--- src/rtl/mac_pkg.sv ---
// Shared widths and helpers for the pipelined multiply-accumulate datapath.
package mac_pkg;

    localparam int unsigned BW      = 8;
    localparam int unsigned PR      = 8;
    localparam int unsigned PROD_W  = 2 * BW;
    localparam int unsigned D       = $clog2(PR);
    localparam int unsigned TREE_W  = PROD_W + D;
    localparam int unsigned BW_PSUM = 2 * BW + 8;
    localparam int unsigned SEXT_W  = 64;

    // Sign-extend the low w bits of x to the full SEXT_W width.
    function automatic logic [SEXT_W-1:0] sext(input logic [SEXT_W-1:0] x,
                                               input int unsigned       w);
        logic signed [SEXT_W-1:0] t;
        t = $signed(x << (SEXT_W - w));
        return $unsigned(t >>> (SEXT_W - w));
    endfunction

endpackage

--- src/rtl/mac_tree_level.sv ---
// One registered level of the signed adder tree: N inputs of W bits reduce to N/2 outputs
// of W+1 bits, captured only when the stage carries a valid beat.
module mac_tree_level
    import mac_pkg::*;
#(
    parameter int unsigned N = 2,
    parameter int unsigned W = 16
) (
    input  logic                     clk_i,
    input  logic                     rst_ni,
    input  logic                     en_i,
    input  logic [N*W-1:0]           d_i,
    output logic [(N/2)*(W+1)-1:0]   q_o
);

    localparam int unsigned NO = N / 2;
    localparam int unsigned WO = W + 1;

    logic [NO*WO-1:0] sum_d;
    logic [NO*WO-1:0] sum_q;

    // Pairwise sums with one bit of sign growth.
    always_comb begin
        sum_d = '0;
        for (int unsigned j = 0; j < NO; j++) begin
            sum_d[j*WO +: WO] = WO'(sext(SEXT_W'(d_i[(2*j)*W +: W]), W))
                              + WO'(sext(SEXT_W'(d_i[(2*j+1)*W +: W]), W));
        end
    end

    always_ff @(posedge clk_i) begin
        if (!rst_ni) begin
            sum_q <= '0;
        end else if (en_i) begin
            sum_q <= sum_d;
        end
    end

    assign q_o = sum_q;

endmodule

--- src/rtl/mac_acc_pipe.sv ---
// Pipelined pr-lane signed MAC with registered adder tree and framed group accumulator.
// Optional feature: define MAC_ACC_SATURATE_EN for a saturating accumulator with sticky ovf.
module mac_acc_pipe
    import mac_pkg::*;
#(
    parameter int unsigned bw      = BW,
    parameter int unsigned pr      = PR,
    parameter int unsigned bw_psum = BW_PSUM
) (
    input  logic                 clk,
    input  logic                 reset,
    input  logic                 in_valid,
    input  logic                 in_first,
    input  logic                 in_last,
    input  logic [pr*bw-1:0]     a,
    input  logic [pr*bw-1:0]     b,
    output logic [bw_psum-1:0]   out,
    output logic                 out_valid,
    output logic                 ovf
);

    localparam int unsigned PW = 2 * bw;
    localparam int unsigned NL = $clog2(pr);
    localparam int unsigned TW = PW + NL;

    logic [pr*PW-1:0]   prod_d;
    logic [pr*PW-1:0]   prod_q;
    logic [PW-1:0]      op_a;
    logic [PW-1:0]      op_b;
    logic [NL:0]        vld_q;
    logic [NL:0]        fst_q;
    logic [NL:0]        lst_q;
    logic [TW-1:0]      tree_sum;
    logic [bw_psum-1:0] sum_ext;
    logic [bw_psum-1:0] acc_d;
    logic [bw_psum-1:0] acc_q;
    logic               fin_q;
    logic [bw_psum-1:0] out_q;
    logic               out_valid_q;
    logic               ovf_q;

    // Lane products: operands widened to the product width before multiplying.
    always_comb begin
        prod_d = '0;
        op_a   = '0;
        op_b   = '0;
        for (int unsigned i = 0; i < pr; i++) begin
            op_a = PW'(sext(SEXT_W'(a[i*bw +: bw]), bw));
            op_b = PW'(sext(SEXT_W'(b[i*bw +: bw]), bw));
            prod_d[i*PW +: PW] = PW'(op_a * op_b);
        end
    end

    // Bit 0 of each tag chain belongs to the product stage, bit NL to the last tree level.
    always_ff @(posedge clk) begin
        if (!reset) begin
            prod_q <= '0;
            vld_q  <= '0;
            fst_q  <= '0;
            lst_q  <= '0;
        end else begin
            if (in_valid) begin
                prod_q <= prod_d;
            end
            vld_q <= {vld_q[NL-1:0], in_valid};
            fst_q <= {fst_q[NL-1:0], in_valid & in_first};
            lst_q <= {lst_q[NL-1:0], in_valid & in_last};
        end
    end

    for (genvar k = 0; k < NL; k++) begin : g_lvl
        localparam int unsigned N = pr >> k;
        localparam int unsigned W = PW + k;

        logic [N*W-1:0]         d;
        logic [(N/2)*(W+1)-1:0] q;

        if (k == 0) begin : g_src_prod
            assign d = prod_q;
        end else begin : g_src_lvl
            assign d = g_lvl[k-1].q;
        end

        mac_tree_level #(
            .N (N),
            .W (W)
        ) u_level (
            .clk_i  (clk),
            .rst_ni (reset),
            .en_i   (vld_q[k]),
            .d_i    (d),
            .q_o    (q)
        );
    end

    assign tree_sum = g_lvl[NL-1].q;
    assign sum_ext  = bw_psum'(sext(SEXT_W'(tree_sum), TW));

`ifdef MAC_ACC_SATURATE_EN
    logic [bw_psum:0] acc_wide;
    logic             sat_d;
    logic             sat_q;

    // Saturating add; the sticky clamp flag restarts with every group opener.
    always_comb begin
        acc_d    = acc_q;
        sat_d    = sat_q;
        acc_wide = {acc_q[bw_psum-1], acc_q} + {sum_ext[bw_psum-1], sum_ext};
        if (vld_q[NL]) begin
            if (fst_q[NL]) begin
                acc_d = sum_ext;
                sat_d = 1'b0;
            end else if (acc_wide[bw_psum] != acc_wide[bw_psum-1]) begin
                acc_d = acc_wide[bw_psum] ? {1'b1, {(bw_psum-1){1'b0}}}
                                          : {1'b0, {(bw_psum-1){1'b1}}};
                sat_d = 1'b1;
            end else begin
                acc_d = acc_wide[bw_psum-1:0];
            end
        end
    end

    always_ff @(posedge clk) begin
        if (!reset) begin
            sat_q <= 1'b0;
        end else begin
            sat_q <= sat_d;
        end
    end

    always_ff @(posedge clk) begin
        if (!reset) begin
            ovf_q <= 1'b0;
        end else if (fin_q) begin
            ovf_q <= sat_q;
        end
    end
`else
    // Wrapping add modulo 2^bw_psum.
    always_comb begin
        acc_d = acc_q;
        if (vld_q[NL]) begin
            acc_d = fst_q[NL] ? sum_ext : acc_q + sum_ext;
        end
    end

    always_ff @(posedge clk) begin
        ovf_q <= 1'b0;
    end
`endif

    // Accumulator and result stage; out holds between group completions.
    always_ff @(posedge clk) begin
        if (!reset) begin
            acc_q       <= '0;
            fin_q       <= 1'b0;
            out_q       <= '0;
            out_valid_q <= 1'b0;
        end else begin
            acc_q       <= acc_d;
            fin_q       <= vld_q[NL] & lst_q[NL];
            out_valid_q <= fin_q;
            if (fin_q) begin
                out_q <= acc_q;
            end
        end
    end

    assign out       = out_q;
    assign out_valid = out_valid_q;
    assign ovf       = ovf_q;

endmodule
--- config.mk ---
export PLATFORM = sky130hd
export DESIGN_NAME = mac_acc_pipe
export DESIGN_NICKNAME = d
export VERILOG_FILES = /design/src/rtl/mac_pkg.sv /design/src/rtl/mac_tree_level.sv /design/src/rtl/mac_acc_pipe.sv
export SDC_FILE = /design/constraint.sdc
export NUM_CORES = 2
export LEC_CHECK = 0
export ABC_CLOCK_PERIOD_IN_PS = 5500
export BUFFER_PORTS_ARGS = -buffer_cell sky130_fd_sc_hd__clkbuf_2
export CAP_MARGIN = 40
export CORE_UTILIZATION = 45
export CTS_CLUSTER_DIAMETER = 120
export DETAILED_ROUTE_END_ITERATION = 16
export GPL_ROUTABILITY_DRIVEN = 0
export GPL_TIMING_DRIVEN = 0
export HOLD_SLACK_MARGIN = 0.15
export PLACE_DENSITY = 0.65
export SLEW_MARGIN = 20
export SYNTH_ARGS = -nofsm -noshare
export SYNTH_HDL_FRONTEND = slang
export SYNTH_SLANG_ARGS = --single-unit
--- constraint.sdc ---
create_clock -name clk -period 5.5 [get_ports clk]
set_input_delay 1.1 -clock clk [delete_from_list [all_inputs] [get_ports clk]]
set_output_delay 1.1 -clock clk [all_outputs]
set_load 0.005 [all_outputs]
Word level (Yosys, flattened, before mapping)
Index checks and enable logic that the tools add are counted.
W data, S select, Z words.
{ "classes": {"add_sub_neg": 8, "n_mul": 8, "div_mod_pow": 0, "order_cmp": 0, "n_eq_ne": 0, "shift": 0, "n_mux": 1, "bitwise": 3, "n_reduce_logical": 0} }
{ "ops": {"columns": ["op", "n"], "rows": [
  ["$mul A8 B8 Y16", 8],
  ["$add A16 B16 Y17", 4],
  ["$add A17 B17 Y18", 2],
  ["$add A24 B24 Y24", 1],
  ["$mux W24", 1],
  ["$add A18 B18 Y19", 1],
  ["$and A1 B1 Y1", 3]
]} }
{ "word_totals": {"reg_bits": 313, "latch_bits": 0, "ramBits": 0, "romBits": 0, "input_bits": 133, "word_cells": 31, "memories": 0} }

Depth between registers and ports, before layout
{ "logic_depth": {"depth_word": 2, "mapped_depth": 19, "mapped_depth_nobuf": 19} }

Cells and area by module
A second synthesis with hierarchy kept.
{ "hier_totals": {"cells_unflattened": 4206, "hier_area_um2": 37081.8} }
{ "modules_own_cells": {"columns": ["mod", "n_inst", "cells_each", "area_each_um2"], "rows": [
  ["mac_acc_pipe", 1, 3094, 27639.0],
  ["mac_tree_level (g_lvl[0].u_level)", 1, 573, 4967.3],
  ["mac_tree_level (g_lvl[1].u_level)", 1, 346, 2955.3],
  ["mac_tree_level (g_lvl[2].u_level)", 1, 193, 1520.2]
]} }

Least setup slack after synthesis
No wires, ideal clock.
{ "synth_path": {"kind": "input to register", "startpoint": "input a[37]", "endpoint": "register prod_q[78] (netlist: g_lvl[0].d[78])", "t_arrival_ns": 5.217, "required_ns": 5.436, "slack_ns": 0.219, "stages": 18, "n_path_buf": 0, "cell_sequence": "and2_1 -> fa_1 -> inv_1 -> fa_1 -> inv_1 -> fa_1 -> inv_1 -> fa_1 -> inv_1 -> ha_1 -> o21ai_0 -> a21boi_0 -> o21ai_0 -> a21boi_0 -> o21ai_0 -> a21oi_1 -> or4b_2 -> nand4_1"} }
{ "synth_via": {"elab_chain_len": 1} }
{ "synth_rtl": {"columns": ["element", "line", "text"], "rows": [
  ["start: declaration", "mac_acc_pipe.sv:15", "input logic [pr*bw-1:0] a,"],
  ["$mul A8 B8 Y16", "mac_acc_pipe.sv:50", "prod_d[i*PW +: PW] = PW'(op_a * op_b);"],
  ["end signal: assignment", "mac_acc_pipe.sv:63", "prod_q <= prod_d;"],
  ["end: declaration", "mac_acc_pipe.sv:27", "logic [pr*PW-1:0] prod_q;"]
]} }
Every way passes these cells.
A chain may end at the register's enable or synchronous reset.

Worst setup path in the final report
{ "layout_path": {"startpoint": "input a[21]", "endpoint": "register prod_q[46] (netlist: g_lvl[0].d[46])"} }
Same word-level chain as after synthesis.

==> summary.md <==
| Metric | Value |
|---|---|
| R2r worst-path depth | 12 |
| First-pass GRT wire length | around 160,000 um |
| Register share of total power | 0.198 |
| Net Switching | roughly 0.0066 W |
| Router iterations before antenna repair | 5 |
| Period utilization | 0.953 |
| CP Launch Type | primary input |
| Highest net fanout along the worst path | 8 |
| Top_reg_cell synth | dfxtp_1 |
| Sw frac | 0.450 |
| I/O pins | 159 |
| Vias in the first global route | 28,544 |
| Initial drt markers | 1,739 |
| Crit path max-delay cell type | or4b_2 |
| Yosys reg bits | 313 |
| CP top delay family | adder cells |
| CP required | roughly 6.0 ns |
| Largest net degree at the start of global routing | 14 |
| Die Ht | between 200 and 300 um |
| Min cycle time layout | 5.24 ns |
| GRT Overall Usage | 0.236 |
| Hold_buf cts | 0 |
| # setup viols final | 0 |
| CP endpoint kind | register |
| Status | complete, no violations |
| CP peak stage delay | ~0.66 ns |
| Max Cap Viol | 0 |
| Setup TNS | 0 ns |
| Internal Power | 0.00810 W |
| Starting Density | 0.454 |
| Clock Skew | 0.0173 ns |
| Hold WC Path Type | reg2reg |
| Post-DR vias/cell | 5.25 |
| DRT antenna net count | 0 |
| Worst EP arrival | between 5 and 6 ns |
| Htree depth | 2 |
| Measured slew at the worst slew-check pin | 0.919 ns |
| NumNets Final | about 5,300 |
| Reg-to-Reg Start | g_lvl[1].u_level.q_o[18] |
| Netlist cell types | 75 |
| Routed wire length per instance | roughly 18 um |
| Core area | approximately 0.082 mm^2 |
| Tot Pwr | 0.0147 W |
| Post-Place Cell Area | about 0.039 mm^2 |
| Hold Violations, Final | 0 |
| CP Cell Sequence | clkbuf_2 > and2_1 > fa_1 > inv_1 > fa_1 > inv_1 > fa_1 > inv_1 > fa_1 > inv_1 > ha_1 > o21ai_0 > a21boi_0 > o21ai_0 > a21boi_0 > o21ai_1 > a21oi_1 > or4b_2 > nand4_1 |
| Worst-path clk slew | 0.06 ns |
| Synth top area cells | fa_1 (24%), dfxtp_1 (17%), ha_1 (12%), inv_1 (7.1%), and2_1 (5.8%) |
| Worst setup path end | g_lvl[0].d[46] |
| Clock root cell | clkbuf_16 |
| Critical path depth | 19 |
| Post-synth ARST share | 0 |
| WP buf/inv | 5 |
| Slew margin rel. | 0.387 |
| Detail Placement HPWL | 79,800 um |
| Lkg Pwr | 19.6 nW |
| R2R setup slack | ~2.3 ns |
| RSZ-0062 raised after global routing | yes |
| Post-route insts no fill | 5,492 |
| Max rail drop VDD | 0.238 mV |
| Cell area after layout | roughly 0.04 mm^2 |
| Setup crit start | a[21] |
| TritonCTS Buffers | 36 |
| Area delta synth->final | 9.44% |
| Clock latency on the worst-skew pair | roughly 0.55 ns |
| Vias | 28,840 |
| Cell total after placement | 5,423 |
| Width of the die | between 200 and 300 um |
| Post-Syn Area per Cell | 8.89 um^2 |
| Layout cells sized above 1 | 0.0618 |
| Clock sinks | 313 |
| R2r endpoint | g_lvl[2].u_level.q_o[14] |
| CP Class | in2reg |
| Synth top area share | 0.241 |
| FMAX | around 190 MHz |
| PortBufs | 156 |
| Yosys warns | 0 |
| Die area | 0.0838 mm^2 |
| CTS Buffer Depth | 3 |
| Final Max Slew Viols | 0 |
| Clock share of power | 0.164 |
| Synth area leader | fa_1 |
| PwrDens | 362 mW/mm^2 |
| Mapped Cells | 4,183 |
| Synthesized Nets | 5,135 |
| Post-Route WL | 96,900 um |
| Gr ovfl total | 0 |
| EDFF count, synth | 0 |
| FP Rows | 105 |
| Seq/Total Area, Yosys | 0.168 |
| Part of the power in combinational logic | 0.638 |
| CTS tree | done |
| Initial antenna violation count | 2 |
| Mapped cell area | 0.0372 mm^2 |
| Post-route DRC | 0 |
-- synth_stat cells (89+ instances only) --
master and instances:
a21oi_1 153, and2_1 346, dfxtp_1 313, fa_1 448
ha_1 371, inv_1 706, mux2i_1 149, nand2_1 236
nand3_1 89, nor2_1 148, nor2b_1 261, o21ai_0 134
xnor2_1 139
-- metrics by stage --
stage           util  hold WS [ns]  setup slack, ns
2_1_floorplan      -         0.412            0.219
3_3_place_gp   0.480         0.414           -0.309
3_5_place_dp   0.482         0.419           -0.346
4_1_cts        0.496         0.434            0.197
5_1_grt        0.497         0.445          -0.0407
6_report       0.497         0.432            0.258
-- logic make-up (layout without fill, tap and decap cells) --
family / after synthesis / in the layout / synth area share
AO/OA/AOI/OAI: 601 / 601 / 0.107
XOR/XNOR: 178 / 178 / 0.0419
adder cells (fa/ha/maj): 819 / 819 / 0.366
buffers and inverters: 806 / 1044 / 0.0815
flip-flops: 313 / 313 / 0.168
multiplexers: 159 / 159 / 0.0431
other: 1 / 2 / 0.000101
AND/OR/NAND/NOR: 1306 / 1306 / 0.192
-- power groups by stage --
stage               Sequential, W  Combinational, W  Clock [W]
detailed placement        0.00295           0.00942          0
global route              0.00294            0.0107    0.00255
floorplan                 0.00279           0.00698          0
finish                    0.00292           0.00940    0.00242
CTS                       0.00290           0.00950    0.00245
global placement          0.00294           0.00929          0
-- registers in the layout, summed over array words and instances (netlist names) --
name,count
acc_q,24
g_lvl.d,128
fin_q,1
lst_q,4
g_lvl.u_level.q_o,123
vld_q,4
fst_q,4
out_valid,1
out,24
-- placed cells by master (no fill, tap or decap), types with 26 or more instances in the layout --
| master | count |
|---|---|
| a21boi_0 | 37 |
| a21o_1 | 56 |
| a21oi_1 | 153 |
| a31oi_1 | 29 |
| and2_1 | 346 |
| and3_1 | 26 |
| clkbuf_1 | 84 |
| clkbuf_16 | 37 |
| clkbuf_2 | 159 |
| dfxtp_1 | 313 |
| fa_1 | 448 |
| ha_1 | 371 |
| inv_1 | 706 |
| mux2i_1 | 149 |
| nand2_1 | 236 |
| nand2b_1 | 38 |
| nand3_1 | 89 |
| nor2_1 | 148 |
| nor2b_1 | 261 |
| nor3_1 | 59 |
| o211a_1 | 29 |
| o211ai_1 | 30 |
| o21a_1 | 27 |
| o21ai_0 | 130 |
| xnor2_1 | 138 |
| xor2_1 | 39 |
-- timing repair --
item                                   4_1_cts  5_1_grt
resized for setup                            0        5
endpoints found under the hold margin        0        0
setup endpoints to repair                    0        5
buffers inserted                             0        0
-- per-layer routing --
metal | wire (um) | GRT usage
met3 | 4730 | 0.0253
met5 | 0 | 0
met4 | 2780 | 0.0652
met1 | 43900 | 0.322
met2 | 45500 | 0.395
-- worst min-delay path by stage --
stage          cells after the start        to     start  slack (ns)
2_1_floorplan                      1  fst_q[1]  fst_q[0]        0.41
3_3_place_gp                       1  lst_q[1]  lst_q[0]        0.41
3_5_place_dp                       1  lst_q[2]  lst_q[1]        0.42
4_1_cts                            1  lst_q[2]  lst_q[1]        0.43
5_1_grt                            1  fst_q[3]  fst_q[2]        0.44
6_report                           1  fst_q[3]  fst_q[2]        0.43
-- final cells by class --
| cell class | count | area, um^2 |
|---|---|---|
| antenna | 1 | 2.50 |
| clock inverter | 14 | 128 |
| tap | 1070 | 1340 |
| multi-input combinational | 3064 | 27900 |
| sequential | 313 | 6270 |
| buffer | 100 | 387 |
| inverter | 706 | 2650 |
| fill | 7922 | 41300 |
| timing repair buffer | 173 | 983 |
| clock buffer | 51 | 1050 |
(Power assumes the default switching activity.)
